[config.mk]
export PLATFORM = sky130hd
export DESIGN_NAME = pong_game_ctrl
export DESIGN_NICKNAME = d
export VERILOG_FILES = /design/src/rtl/pong_pkg.sv /design/src/rtl/edge_pulse.sv /design/src/rtl/pong_game_ctrl.sv
export SDC_FILE = /design/constraint.sdc
export NUM_CORES = 1
export LEC_CHECK = 0
export ABC_CLOCK_PERIOD_IN_PS = 5300
export CAP_MARGIN = 25
export CORE_AREA = 2 2 91 93
export DETAILED_ROUTE_END_ITERATION = 8
export DIE_AREA = 0 0 93 95
export PLACE_DENSITY_LB_ADDON = 0.25
export SLEW_MARGIN = 10
export SYNTH_ARGS = -nofsm -noshare
export SYNTH_HDL_FRONTEND = slang
export SYNTH_SLANG_ARGS = --single-unit
[constraint.sdc]
create_clock -name clk -period 5.3 [get_ports clk]
set_clock_uncertainty 0.2 [all_clocks]
set_input_delay 0.795 -clock clk [delete_from_list [all_inputs] [get_ports clk]]
set_output_delay 0.795 -clock clk [all_outputs]
set_load 0.02 [all_outputs]
[src/rtl/pong_pkg.sv]
// Shared definitions for the pong game controller: state encodings,
// screen borders, score width and small arithmetic helpers.
package pong_pkg;

    typedef enum logic [2:0] {
        ST_IDLE     = 3'd0,
        ST_SERVE    = 3'd1,
        ST_PLAY     = 3'd2,
        ST_POINT    = 3'd3,
        ST_GAMEOVER = 3'd4
    } state_t;

    localparam int RIGHT_BORDER  = 799;
    localparam int BOTTOM_BORDER = 599;
    localparam int SCORE_W       = 4;

    // Score increment that sticks at the maximum value.
    function automatic logic [SCORE_W-1:0] sat_inc(input logic [SCORE_W-1:0] s);
        return (s == {SCORE_W{1'b1}}) ? s : s + 1'b1;
    endfunction

    // Vertical overlap between the ball and a paddle, in 12-bit signed space.
    function automatic logic overlap(input logic signed [11:0] by,
                                     input logic signed [11:0] bs,
                                     input logic signed [11:0] py,
                                     input logic signed [11:0] ps);
        return ((by + bs) >= py) && (by <= (py + ps));
    endfunction

endpackage

[src/rtl/edge_pulse.sv]
// Two-flop sampler plus one history flop; emits a one-cycle pulse on the
// selected edge (FALLING=1: high->low, FALLING=0: low->high).
module edge_pulse #(
    parameter bit FALLING = 1'b0
) (
    input  logic clk,
    input  logic reset,
    input  logic din,
    output logic pulse
);

    logic [2:0] sh;

    // Synchroniser chain: sh[1] is the synchronised level, sh[2] its previous value.
    always_ff @(posedge clk) begin
        if (reset) sh <= '0;
        else       sh <= {sh[1:0], din};
    end

    assign pulse = FALLING ? (sh[2] & ~sh[1]) : (~sh[2] & sh[1]);

endmodule

[src/rtl/pong_game_ctrl.sv]
// Pong game sequencer: frame-rate move strobes, miss detection, scoring and
// serve/point/game-over flow. Optional feature macro: AUTO_SERVE_EN (serve
// automatically SERVE_DELAY frames after a point).
module pong_game_ctrl #(
    parameter int WIN_SCORE    = 9,
    parameter int FRAME_DIV    = 1,
    parameter int SERVE_DELAY  = 60,
    parameter int RIGHT_BORDER = pong_pkg::RIGHT_BORDER
) (
    input  logic               clk,
    input  logic               reset,
    input  logic               vSync,
    input  logic               serve,
    input  logic signed [10:0] ballX,
    input  logic signed [10:0] ballY,
    input  logic [8:0]         ballSize,
    input  logic signed [10:0] padLY,
    input  logic signed [10:0] padRY,
    input  logic [8:0]         padSize,
    output logic               ballEnable,
    output logic               padEnable,
    output logic               ballReset,
    output logic [3:0]         scoreL,
    output logic [3:0]         scoreR,
    output logic               gameOver,
    output logic [2:0]         state
);
    import pong_pkg::*;

    localparam logic signed [11:0] RB  = 12'(RIGHT_BORDER);
    localparam logic [3:0]         WIN = 4'(WIN_SCORE);
    localparam logic [3:0]         DIV_LAST = 4'(FRAME_DIV - 1);

    logic       frame_tick, press, move_tick, auto_go;
    logic [3:0] div_cnt;
    state_t     state_q, state_d;
    logic [3:0] score_l_q, score_r_q, score_l_d, score_r_d;
    logic       en_d;

    edge_pulse #(.FALLING(1'b1)) u_vsync (
        .clk(clk), .reset(reset), .din(vSync), .pulse(frame_tick)
    );

    edge_pulse #(.FALLING(1'b0)) u_serve (
        .clk(clk), .reset(reset), .din(serve), .pulse(press)
    );

    // Position arithmetic in 12-bit signed; sizes are unsigned magnitudes.
    logic signed [11:0] bx, by, bs, ply, pry, ps;
    logic               miss_l, miss_r;

    assign bx  = {ballX[10], ballX};
    assign by  = {ballY[10], ballY};
    assign bs  = {3'b000, ballSize};
    assign ply = {padLY[10], padLY};
    assign pry = {padRY[10], padRY};
    assign ps  = {3'b000, padSize};

    assign miss_l = (bx <= 12'sd0) && !overlap(by, bs, ply, ps);
    assign miss_r = ((bx + bs) >= RB) && !overlap(by, bs, pry, ps);

    assign move_tick = frame_tick && (div_cnt == 4'd0);

    // Frame divider: restarts on PLAY entry so the first move lands one frame after a serve.
    always_ff @(posedge clk) begin
        if (reset)
            div_cnt <= 4'd0;
        else if (state_q != ST_PLAY && state_d == ST_PLAY)
            div_cnt <= 4'd0;
        else if (frame_tick)
            div_cnt <= (div_cnt >= DIV_LAST) ? 4'd0 : div_cnt + 4'd1;
    end

`ifdef AUTO_SERVE_EN
    logic [7:0] dly_cnt;

    // Auto-serve countdown: loaded on POINT entry, counts frames down to zero.
    always_ff @(posedge clk) begin
        if (reset)
            dly_cnt <= 8'd0;
        else if (state_q != ST_POINT && state_d == ST_POINT)
            dly_cnt <= 8'(SERVE_DELAY);
        else if (state_q == ST_POINT && frame_tick && dly_cnt != 8'd0)
            dly_cnt <= dly_cnt - 8'd1;
    end

    assign auto_go = (dly_cnt == 8'd0);
`else
    assign auto_go = 1'b0;
`endif

    // Next-state, score update and move-strobe decision.
    always_comb begin
        state_d   = state_q;
        score_l_d = score_l_q;
        score_r_d = score_r_q;
        en_d      = 1'b0;
        unique case (state_q)
            ST_IDLE:  if (press) state_d = ST_SERVE;
            ST_SERVE: state_d = ST_PLAY;
            ST_PLAY: begin
                if (move_tick) begin
                    // Left miss wins a simultaneous double miss.
                    if (miss_l) begin
                        score_r_d = sat_inc(score_r_q);
                        state_d   = ST_POINT;
                    end else if (miss_r) begin
                        score_l_d = sat_inc(score_l_q);
                        state_d   = ST_POINT;
                    end else begin
                        en_d = 1'b1;
                    end
                end
            end
            ST_POINT: begin
                if (score_l_q >= WIN || score_r_q >= WIN) state_d = ST_GAMEOVER;
                else if (press || auto_go)                state_d = ST_SERVE;
            end
            ST_GAMEOVER: begin
                if (press) begin
                    score_l_d = 4'd0;
                    score_r_d = 4'd0;
                    state_d   = ST_IDLE;
                end
            end
            default: state_d = ST_IDLE;
        endcase
    end

    // State, scores and registered strobes.
    always_ff @(posedge clk) begin
        if (reset) begin
            state_q    <= ST_IDLE;
            score_l_q  <= 4'd0;
            score_r_q  <= 4'd0;
            ballEnable <= 1'b0;
            padEnable  <= 1'b0;
            ballReset  <= 1'b0;
        end else begin
            state_q    <= state_d;
            score_l_q  <= score_l_d;
            score_r_q  <= score_r_d;
            ballEnable <= en_d;
            padEnable  <= en_d;
            ballReset  <= (state_d == ST_SERVE);
        end
    end

    assign scoreL   = score_l_q;
    assign scoreR   = score_r_q;
    assign gameOver = (state_q == ST_GAMEOVER);
    assign state    = state_q;

endmodule

==> reports/results.ini <==
[floorplanning]
die_h_um = 95
fp.coreArea_mm2 = 0.007928
fp-row-count = 33
chipWidth_um = 93
initial_core_util_pct = 48.17
pin_count = 81
dieArea_mm2 = 0.008835

[pwr]
p_per_area_mw_per_mm2 = 147.9
power.leakage_uw = 0.002227
fin_total_pwr_uw = 740.5
ir_drop_mv = 0.2068

[finish]
diodes = 0
area_growth_pct = 31.09
design_area_mm2 = 0.005006
nets = 750
drive_above_1_share_pct = 7.810

[setup_path]
crit_type = input pin to register
worstSetupEndpointType = register
worst_setup_path_start_kind = input pin
r2r-start = scoreR[1]
r2r_setup_slack_ps = 2840
crit_arrival_ps = 5050
worstPathRequired_ps = 5290
reg2reg_to = ballReset
r2r_cells = 8
path_max_fanout = 5

[grt]
grt_pass1_vias = 3863
grt_usage_pct = 23.18
grt_pass1_wl_mm = 16.88
grt-ovfl-total = 0
antenna_found_initial = 0
grt_start_max_net_pins = 15

[synthesis]
synth_cell_type_count = 59
yosysSeqAreaShare_pct = 9.961
synth_edf_count = 0
synth_cells = 490
syn-mean-instance-area_um2 = 7.793
async_reset_ff_share_pct = 0
synth_area_mm2 = 0.003819
synth_nets = 650
synthFlopType = dfxtp_1
ys_ff_latch = 19
synth_warnings = 0

[sta]
tightest_slew_ps = 628.6
hold_ws_ps = 247.6
slew_viol_final = 0
slew_headroom_pct = 58.09
max_freq_ghz = 0.1975
fin_crit_ps = 5064
setup_ws_ps = 236.4
hold_viol = 0
finalSetupViolCount = 0
period_share_pct = 95.54

[routing]
wl_met3_um = 490
top_layer = met4
routedWlPerCell_um = 14.73
drt_iter0_markers = 135
detail-route-antenna-nets = 0
wl_met2_mm = 4.905
route.detailed.drc = 0
met1_length_mm = 4.696
num_vias = 3969
dr.pass1.iters = 4
wl_mm = 10.22
via_per_inst = 5.719

[min_path]
hold_path_end = u_serve.sh[1]
min_path_cells = 1
min-delay-path-class = register to register
hp-start = u_serve.sh[0]

[placement]
pre_cts_ws_ps = -172.7
place_area_mm2 = 0.004860
port_buffers = 80
dpl.hpwl_mm = 8.662
gp_congestion = 0.8880

[job]
cap_violations = 0

[clock_tree]
cts_sinks = 19
post_cts_hold_buffer_count = 0
cts_tree = yes
htreeDepth = 1
clock_latency_ps = 260
numCtsBuffers = 3
cts_root_buf = clkbuf_8
cts_buffer_depth = 2
clk_pin_slew_ps = 80

[outcome]
outcome = complete, no violations

==> metrics by stage <==
| stage | instances | TNS [ps] | util (%) |
|---|---|---|---|
| 2_1_floorplan | 490 | 0 | - |
| 3_3_place_gp | 689 | 0 | 61.30 |
| 3_5_place_dp | 689 | -1055 | 61.30 |
| 4_1_cts | 693 | 0 | 61.92 |
| 5_1_grt | 694 | -79.55 | 63.15 |
| 6_report | 694 | 0 | 63.15 |
==> synthesized netlist by cell type (all sizes together) (2+ instances only) <==
library cell,instances,area share (%)
nor3b,2,0.39
or3b,2,0.46
inv,54,5.3
a21boi,2,0.49
a211oi,5,1.1
a21oi,47,6.2
o21a,4,0.79
o41a,2,0.59
o211ai,3,0.59
nor3,9,1.3
o21ai,34,4.5
a32o,2,0.52
a21o,13,2.6
nand2,31,3.0
xor2,6,1.4
a31o,2,0.46
a2111oi,4,1.4
and4,3,0.69
and2,4,0.66
nor4b,2,0.46
nand4,6,0.98
nand3,13,1.7
o22ai,2,0.33
nor2b,17,3.0
dfxtp,19,10
fa,4,2.1
o21bai,4,0.79
o311ai,3,0.69
ha,90,29
or3,8,1.3
nor2,25,2.5
xnor2,17,3.9
nand2b,9,1.5
a31oi,3,0.49
mux2i,7,1.8
and3,9,1.5
nor4,9,1.6
==> flip-flops by register name, indices dropped and copies added (netlist names) <==
name	count
ballReset	1
padEnable	1
u_serve.sh	3
scoreR	4
state	3
u_vsync.sh	3
scoreL	4
==> cells in the final DEF (no fill, tap or decap), types with 6 or more instances in the layout <==
master           netlist  layout
xor2_1                 6       6
inv_1                 54      54
nor3_1                 8       7
mux2i_1                7       6
o21ai_0               33      30
nand2_1               31      31
and3_1                 9       9
a21oi_1               47      43
nor4_1                 8       6
clkdlybuf4s50_1        0      80
nor2_1                25      25
nand2b_1               9       9
nand3_1               13      13
a21o_1                12      12
xnor2_1               17      17
nor2b_1               16      16
ha_1                  90      90
or3_1                  8       8
dfxtp_1               19      19
nand4_1                6       6
buf_4                  1      17
==> repair_timing <==
item                       CTS  global route
resized for setup            0            20
setup endpoints to repair    0             8
setup buffers                0             1
==> worst max-delay path by stage <==
stage,startpoint,endpoint,slack (ps)
after floorplan,ballY[0],scoreL[0],640
final,padSize[0],scoreL[1],240
after detailed placement,ballY[0],scoreR[2],-170
after global routing,padSize[0],scoreL[1],-30
after CTS,ballY[0],scoreL[1],70
after global placement,ballY[0],scoreL[1],0.2
==> logic make-up (layout without fill, tap and decap cells) <==
group	Yosys count	in the layout	synth area share (%)
XOR/XNOR	23	23	5.275
buffers and inverters	56	155	5.603
AO/OA/AOI/OAI	139	139	23.92
AND/OR/NAND/NOR	151	151	21.53
adder cells (fa/ha/maj)	94	94	31.59
flip-flops	19	19	9.961
multiplexers	8	8	2.130
==> where the power goes <==
group	total (uW)	internal, uW	leakage, uW	switching, uW
clock	107	53.1	0.0000217	53.8
sequential	147	145	0.000154	1.81
combinational	486	237	0.00205	249
==> per-layer routing <==
| metal | global-route usage (%) | vias up |
|---|---|---|
| met3 | 3.192 | 14 |
| met1 | 29.42 | 1837 |
| met2 | 42.03 | 115 |
| li1 | - | 2003 |
| met5 | 0 | - |
| met4 | 4.534 | 0 |
==> worst max-delay path, cell delays in order <==
cell and delay [ps]:
clkdlybuf4s50_1 490, ha_1 170, inv_1 50, fa_1 390, nor2b_1 120, o21ai_0 140, a21oi_2 210, o21ai_2 90
a21oi_2 140, o21ai_0 130, a21oi_1 220, xnor2_1 90, ha_1 330, and4_1 180, a21oi_1 140, o21ai_0 100
a21oi_1 160, mux2_4 340, a32o_2 310, nor4_4 220, mux2i_1 230
==> layout make-up <==
type	instances	area, um2
Clock inverter	1	7.507
Fill cell	727	2922
Sequential cell	19	380.4
Timing Repair Buffer	97	928.4
Clock buffer	3	41.29
Inverter	54	202.7
Multi-Input combinational cell	415	3314
Tap cell	105	131.4
Power figures use the tool's default switching activity.
